$ cat src/rtl/countdown_timer_7seg_pkg.sv
// Shared types and constants for the two-digit 7-segment countdown timer.
// Segment patterns are active-high: bit[6:0] = g..a, bit7 = DP, bit8 unused.
package timer_pkg;

  localparam int SEG_W  = 9;
  localparam int DP_BIT = 7;

  localparam logic [SEG_W-1:0] SEG_0     = 9'h03F;
  localparam logic [SEG_W-1:0] SEG_1     = 9'h006;
  localparam logic [SEG_W-1:0] SEG_2     = 9'h05B;
  localparam logic [SEG_W-1:0] SEG_3     = 9'h04F;
  localparam logic [SEG_W-1:0] SEG_4     = 9'h066;
  localparam logic [SEG_W-1:0] SEG_5     = 9'h06D;
  localparam logic [SEG_W-1:0] SEG_6     = 9'h07D;
  localparam logic [SEG_W-1:0] SEG_7     = 9'h007;
  localparam logic [SEG_W-1:0] SEG_8     = 9'h07F;
  localparam logic [SEG_W-1:0] SEG_9     = 9'h06F;
  localparam logic [SEG_W-1:0] SEG_BLANK = 9'h000;

  typedef enum logic [1:0] {
    IDLE  = 2'd0,
    RUN   = 2'd1,
    PAUSE = 2'd2,
    DONE  = 2'd3
  } state_e;

  typedef struct packed {
    logic [3:0] tens;
    logic [3:0] units;
  } bcd_t;

  function automatic logic [SEG_W-1:0] seg_of(input logic [3:0] d);
    case (d)
      4'd0:    return SEG_0;
      4'd1:    return SEG_1;
      4'd2:    return SEG_2;
      4'd3:    return SEG_3;
      4'd4:    return SEG_4;
      4'd5:    return SEG_5;
      4'd6:    return SEG_6;
      4'd7:    return SEG_7;
      4'd8:    return SEG_8;
      4'd9:    return SEG_9;
      default: return SEG_BLANK;
    endcase
  endfunction

  // Clip to 99 and split into digits with a compare ladder (load path only).
  function automatic bcd_t bin_to_bcd(input logic [6:0] v);
    logic [6:0] c;
    bcd_t       b;
    c      = (v > 7'd99) ? 7'd99 : v;
    b.tens = 4'd0;
    for (int i = 1; i < 10; i++)
      if (c >= 7'(10 * i)) b.tens = 4'(i);
    b.units = 4'(c - 7'(10 * int'(b.tens)));
    return b;
  endfunction

endpackage

$ cat src/rtl/countdown_timer_7seg_if.sv
// Control/display bundle of the countdown timer; master = board logic, slave = timer.
interface countdown_timer_7seg_if ();
  logic                          start;
  logic                          pause;
  logic                          reload;
  logic [6:0]                    load_val;
  logic [3:0]                    tens;
  logic [3:0]                    units;
  logic                          running;
  logic                          expired;
  logic [timer_pkg::SEG_W-1:0]   seg_led_1;
  logic [timer_pkg::SEG_W-1:0]   seg_led_2;

  modport master (
    output start, pause, reload, load_val,
    input  tens, units, running, expired, seg_led_1, seg_led_2
  );

  modport slave (
    input  start, pause, reload, load_val,
    output tens, units, running, expired, seg_led_1, seg_led_2
  );
endinterface

$ cat src/rtl/countdown_timer_7seg_seg7_decode.sv
// Combinational BCD digit to 9-bit 7-segment pattern; non-BCD codes go blank.
module seg7_decode
  import timer_pkg::*;
(
  input  logic [3:0]       bcd_i,
  output logic [SEG_W-1:0] seg_o
);
  assign seg_o = seg_of(bcd_i);
endmodule

$ cat src/rtl/countdown_timer_7seg.sv
// Two-digit BCD countdown with prescaler, run/pause/reload FSM and registered 7-seg outputs.
// Optional: define TIMER_LZ_BLANK_EN to blank the tens display while tens == 0.
module countdown_timer_7seg
  import timer_pkg::*;
#(
  parameter int CLK_HZ      = 12000000,
  parameter int TICK_HZ     = 1,
  parameter int INIT_VAL    = 24,
  parameter int AUTO_RELOAD = 1
) (
  input  logic                    clk,
  input  logic                    rst,
  countdown_timer_7seg_if.slave   tmr
);

  localparam int               DIV      = CLK_HZ / TICK_HZ;
  localparam int               PW       = $clog2(DIV);
  localparam logic [PW-1:0]    PRESC_TC = PW'(DIV - 1);
  localparam bcd_t             INIT_BCD = bin_to_bcd(7'(INIT_VAL));
  localparam logic [SEG_W-1:0] SEG_MASK = SEG_W'((1 << DP_BIT) - 1);
  localparam logic [SEG_W-1:0] SEG2_RST = seg_of(INIT_BCD.units);
`ifdef TIMER_LZ_BLANK_EN
  localparam logic [SEG_W-1:0] SEG1_RST = (INIT_BCD.tens == 4'd0) ? SEG_BLANK : seg_of(INIT_BCD.tens);
`else
  localparam logic [SEG_W-1:0] SEG1_RST = seg_of(INIT_BCD.tens);
`endif

  state_e             state_q, state_d;
  logic [PW-1:0]      presc_q, presc_d;
  bcd_t               cnt_q, cnt_d;
  bcd_t               rld_q, rld_d;
  logic               expired_q, expired_d;
  logic               running_q;
  logic [SEG_W-1:0]   seg1_q, seg1_d, seg2_q, seg2_d;
  logic [SEG_W-1:0]   dec_tens, dec_units;
  logic               tick, cnt_zero, cnt_gt1;

  assign tick     = (presc_q == PRESC_TC);
  assign cnt_zero = (cnt_q == '0);
  assign cnt_gt1  = (cnt_q.tens != 4'd0) || (cnt_q.units > 4'd1);

  always_comb begin
    state_d   = state_q;
    presc_d   = presc_q;
    cnt_d     = cnt_q;
    rld_d     = rld_q;
    expired_d = 1'b0;
    if (tmr.reload) begin
      state_d = IDLE;
      presc_d = '0;
      cnt_d   = bin_to_bcd(tmr.load_val);
      rld_d   = cnt_d;
    end else begin
      case (state_q)
        IDLE: if (tmr.start) begin
          state_d = RUN;
          presc_d = '0;
        end
        RUN: begin
          if (tmr.pause) begin
            state_d = PAUSE;
          end else if (cnt_zero && AUTO_RELOAD == 0) begin
            state_d = DONE;
            presc_d = '0;
          end else if (tick) begin
            presc_d = '0;
            if (cnt_gt1) begin
              // BCD borrow: x0 -> (x-1)9
              if (cnt_q.units == 4'd0) begin
                cnt_d.units = 4'd9;
                cnt_d.tens  = cnt_q.tens - 4'd1;
              end else begin
                cnt_d.units = cnt_q.units - 4'd1;
              end
            end else if (!cnt_zero) begin
              cnt_d     = '0;
              expired_d = 1'b1;
            end else begin
              cnt_d = rld_q;
            end
          end else begin
            presc_d = presc_q + 1'b1;
          end
        end
        PAUSE: if (tmr.start && !tmr.pause) state_d = RUN;
        default: ;
      endcase
    end
  end

  seg7_decode u_dec_tens  (.bcd_i(cnt_q.tens),  .seg_o(dec_tens));
  seg7_decode u_dec_units (.bcd_i(cnt_q.units), .seg_o(dec_units));

`ifdef TIMER_LZ_BLANK_EN
  assign seg1_d = (cnt_q.tens == 4'd0) ? SEG_BLANK : (dec_tens & SEG_MASK);
`else
  assign seg1_d = dec_tens & SEG_MASK;
`endif
  assign seg2_d = dec_units & SEG_MASK;

  always_ff @(posedge clk or posedge rst) begin
    if (rst) begin
      state_q   <= IDLE;
      presc_q   <= '0;
      cnt_q     <= INIT_BCD;
      rld_q     <= INIT_BCD;
      expired_q <= 1'b0;
      running_q <= 1'b0;
      seg1_q    <= SEG1_RST;
      seg2_q    <= SEG2_RST;
    end else begin
      state_q   <= state_d;
      presc_q   <= presc_d;
      cnt_q     <= cnt_d;
      rld_q     <= rld_d;
      expired_q <= expired_d;
      running_q <= (state_d == RUN);
      seg1_q    <= seg1_d;
      seg2_q    <= seg2_d;
    end
  end

  assign tmr.tens      = cnt_q.tens;
  assign tmr.units     = cnt_q.units;
  assign tmr.running   = running_q;
  assign tmr.expired   = expired_q;
  assign tmr.seg_led_1 = seg1_q;
  assign tmr.seg_led_2 = seg2_q;

endmodule

$ cat src/flat_wrapper.sv
// flat-port wrapper written by rule: the top's interface ports become plain ports
module countdown_timer_7seg_flat import timer_pkg::*;
#(
  parameter int CLK_HZ      = 12000000,
  parameter int TICK_HZ     = 1,
  parameter int INIT_VAL    = 24,
  parameter int AUTO_RELOAD = 1
)
  (clk, rst, tmr_start, tmr_pause, tmr_reload, tmr_load_val, tmr_tens, tmr_units, tmr_running, tmr_expired, tmr_seg_led_1, tmr_seg_led_2);
  countdown_timer_7seg_if tmr_i ();
  input  logic clk;
  input  logic rst;
  input wire logic [$bits(tmr_i.start)-1:0] tmr_start;
  input wire logic [$bits(tmr_i.pause)-1:0] tmr_pause;
  input wire logic [$bits(tmr_i.reload)-1:0] tmr_reload;
  input wire logic [$bits(tmr_i.load_val)-1:0] tmr_load_val;
  output wire logic [$bits(tmr_i.tens)-1:0] tmr_tens;
  output wire logic [$bits(tmr_i.units)-1:0] tmr_units;
  output wire logic [$bits(tmr_i.running)-1:0] tmr_running;
  output wire logic [$bits(tmr_i.expired)-1:0] tmr_expired;
  output wire logic [$bits(tmr_i.seg_led_1)-1:0] tmr_seg_led_1;
  output wire logic [$bits(tmr_i.seg_led_2)-1:0] tmr_seg_led_2;
  assign tmr_i.start = tmr_start;
  assign tmr_i.pause = tmr_pause;
  assign tmr_i.reload = tmr_reload;
  assign tmr_i.load_val = tmr_load_val;
  assign tmr_tens = tmr_i.tens;
  assign tmr_units = tmr_i.units;
  assign tmr_running = tmr_i.running;
  assign tmr_expired = tmr_i.expired;
  assign tmr_seg_led_1 = tmr_i.seg_led_1;
  assign tmr_seg_led_2 = tmr_i.seg_led_2;
  countdown_timer_7seg #(.CLK_HZ(CLK_HZ), .TICK_HZ(TICK_HZ), .INIT_VAL(INIT_VAL), .AUTO_RELOAD(AUTO_RELOAD)) u_core (.clk(clk), .rst(rst), .tmr(tmr_i));
endmodule
$ cat config.mk
export PLATFORM = sky130hd
export DESIGN_NAME = countdown_timer_7seg_flat
export DESIGN_NICKNAME = d
export VERILOG_FILES = /design/src/rtl/countdown_timer_7seg_pkg.sv /design/src/rtl/countdown_timer_7seg_if.sv /design/src/rtl/countdown_timer_7seg_seg7_decode.sv /design/src/rtl/countdown_timer_7seg.sv /design/src/flat_wrapper.sv
export SDC_FILE = /design/constraint.sdc
export NUM_CORES = 1
export LEC_CHECK = 0
export CAP_MARGIN = 20
export CORE_ASPECT_RATIO = 1.75
export CORE_UTILIZATION = 53
export CTS_BUF_LIST = sky130_fd_sc_hd__clkbuf_4 sky130_fd_sc_hd__clkbuf_8
export CTS_CLUSTER_DIAMETER = 50
export DETAILED_ROUTE_END_ITERATION = 8
export PLACE_DENSITY = 0.76
export RECOVER_POWER = 100
export SYNTH_ARGS = -nofsm -noshare
export SYNTH_HDL_FRONTEND = slang
export SYNTH_SLANG_ARGS = --single-unit
$ cat constraint.sdc
create_clock -name clk -period 2.4 [get_ports clk]
set_clock_uncertainty 0.1 [all_clocks]
set_input_delay 0.48 -clock clk [delete_from_list [all_inputs] [get_ports clk]]
set_output_delay 0.48 -clock clk [all_outputs]
set_load 0.05 [all_outputs]
==> metrics.txt <==
cell total after placement 502; Pleak 1.92 nW; largest area contributor in the netlist dfrtp_1; CP Buf/Inv Count 2; Pre-antenna DRT Iters 4; hpwl dp 6170 um; Non-Filler Instances 519; Synth Instances 367; largest family of logic cells by synthesized area simple AND/OR/NAND/NOR gates; post-synthesis adder-cell area fraction 0.0564; part of the Yosys area used for sequential elements 0.424; setup_tns 0 ns; Clock transition at path regs 0.07 ns; worst setup margin 0.0211 ns; DP Worst Slack -0.595 ns; Layout fillers 515; GRT Util Overall 0.254; # diodes 0; Ys Warns 0; Post-Synth Simple-Gate Area 0.212; Top Family by Delay on Critical Path compound AO/OA/AOI/OAI gates; startpoint types input pin; cts bufs inserted 9; max cap viols 0; pin count of the biggest net entering global routing 27; flop and latch count out of synthesis 58; Setup crit end kind flop; hold_sp u_core.rld_q[2]; CTS H-tree lvls 3; status complete, no violations; Post-Syn Area per Cell 9.43 sq um; die area 0.00687 sq mm; ranking of synthesized cells by area dfrtp_1 (33%), dfstp_2 (9.9%), nor2_1 (5.1%), ha_1 (5.1%), o21ai_0 (3.8%); WL met3 250 um; GRT Residual Overflow 0; Post-Synth XOR/XNOR Area 0.0506; via-per-instance ratio 5.68; die width 63.1 um; detailed-route via count 2946; synthesis-to-finish area growth 25.7%; top post-synthesis cells by count nor2_1 (47), dfrtp_1 (45), o21ai_0 (26); Crit path arrival time 2.57 ns; Slew Limit Headroom 0.459; DRC 0; fin crit share 0.991; Skew-Pair Late Insertion Delay 0.35 ns; Worst path slowest cell fa_1; mux cell area share after synthesis 0.0361; max layer used met4; layout cell share with drive strength beyond 1 0.221; worst flop-to-flop path startpoint u_core.tmr.tens[1]; routed length on met2 4750 um; core area 0.00623 sq mm; Min Hold Slack 0.391 ns; clk sink count 58; Worst-Margin Slew 0.812 ns; CTS root buf clkbuf_8; WL per Instance 15.6 um; Placer Congestion 0.879; class of the worst hold path flop to flop; global-route wire length before repair 13100 um; Tmin final 2.38 ns; num ports 40; Final Hold Viols 0; Iteration-0 DRC Markers 224; die height 109 um; area post-placement 0.00411 sq mm; fin util 0.698; final layout net count 461; Yosys cell types 65; initial antenna violation count 0; Post-Synthesis Cell Area 0.00346 sq mm; VDD IR max 718 uV; P per Cell Area 924 mW/mm^2; Synth Area in Compound Gates 0.167; CTS max path bufs 2; Slew Viols, Final 0; asr flop ratio synth 1.00; M1 WL 2790 um; most instantiated library cell after synthesis nor2_1; vias in the first global route 2983; Synth top area share 0.325; row cnt 38; Initial Util 0.556; setup violators final 0; Most used DFF post-synth dfrtp_1; peak per-stage delay on the critical path 0.41 ns; Post-synth EDFFs 0; buffers added on ports 35; Worst Path Max Fanout 6; TritonCTS clock tree yes; FMAX 0.420 GHz; CP Cell Sequence dlygate4sd2_1 > buf_4 > xnor2_1 > a221o_1 > o21ai_2 > ha_1 > fa_1 > and2_1 > o22ai_2 > mux2_4; finished layout cell area 0.00435 sq mm; Final Power 4.02 mW; final wirelength 8090 um; crit path kind input pin to flop; Routed Antenna Nets 0; WP data required 2.59 ns; CP Launch Point tmr_load_val[4]
[sequential cells by signal, indices dropped and copies added, names as in the netlist]
name,count
u_core.tmr.expired,1
u_core.rld_q,8
u_core.presc_q,24
u_core.tmr.seg_led_1,7
u_core.state_q,2
u_core.tmr.seg_led_2,7
u_core.tmr.running,1
u_core.tmr.tens,4
u_core.tmr.units,4
[power by group]
group	switching, mW	total, mW	internal (mW)
Sequential	0.103	1.32	1.21
Clock	0.397	1.14	0.743
Combinational	1.03	1.57	0.534
Total	1.53	4.02	2.49
[path summary, 6_finish.rpt]
kind                       cells past startpoint                   to  slack [ns]
setup / recovery                              10  u_core.tmr.units[2]        0.02
hold / removal                                 2      u_core.rld_q[2]        0.39
setup reg to reg                               9  u_core.tmr.units[3]        0.05
hold reg to reg                                2      u_core.rld_q[2]        0.39
max in group asynchronous                      3   u_core.tmr.running        0.40
min in group asynchronous                      2   u_core.presc_q[21]        0.61
[what timing repair did]
action                                  CTS  global route
gates cloned                              0             0
endpoints found under the setup margin    5             5
hold buffers                              0             0
pin swaps                                 0             2
buffers inserted                          0             1
gates resized for setup                   8             7
[cell usage in the layout, fill, tap and decap left out, types with 6 or more instances in the layout]
cell / synthesis / layout
o21ai_0: 26 / 25
nand2_1: 24 / 24
dfstp_2: 13 / 11
dlygate4sd2_1: 0 / 7
clkdlybuf4s50_1: 0 / 13
nor3_1: 7 / 7
dfrtp_1: 45 / 44
clkbuf_8: 0 / 11
nand3_1: 10 / 10
dlygate4sd3_1: 0 / 14
nand2b_1: 7 / 7
xor2_1: 11 / 11
nand4_1: 6 / 6
inv_1: 18 / 17
a21oi_1: 20 / 19
nor2_1: 47 / 47
ha_1: 14 / 14
xnor2_1: 9 / 9
buf_4: 6 / 32
o22ai_1: 9 / 8
o31ai_1: 6 / 6
[worst min-delay path: stages (launching register included)]
cell,delay (ns)
dfstp_2,0.37
nor2_1,0.08
nor2_1,0.05
[cell families (layout without fill, tap and decap cells)]
| logic type | Yosys count | in the layout |
|---|---|---|
| adders and majority gates | 15 | 15 |
| and+or+nand+nor | 136 | 136 |
| DFF | 58 | 58 |
| other | 1 | 4 |
| muxes | 11 | 11 |
| AOI/OAI and AO/OA | 88 | 88 |
| xor gates and xnor gates | 20 | 20 |
| buffers and inverters | 38 | 107 |
[per-layer routing]
layer  global-route usage  vias to the layer above
li1                     -                     1416
met5                    0                        -
met2                0.507                       76
met4                0.154                        0
met3               0.0554                       20
met1                0.222                     1434
[layout make-up]
type                       count  area (sq um)  share of cell area
multi-input combinational    274          1850               0.426
sequential                    58          1470               0.339
timing repair buffer          73           606               0.139
clock buffer                  11           151              0.0348
clock inverter                 5           100              0.0230
tap                           80           100              0.0230
inverter                      18          67.6              0.0155
Power figures use the tool's default switching activity.
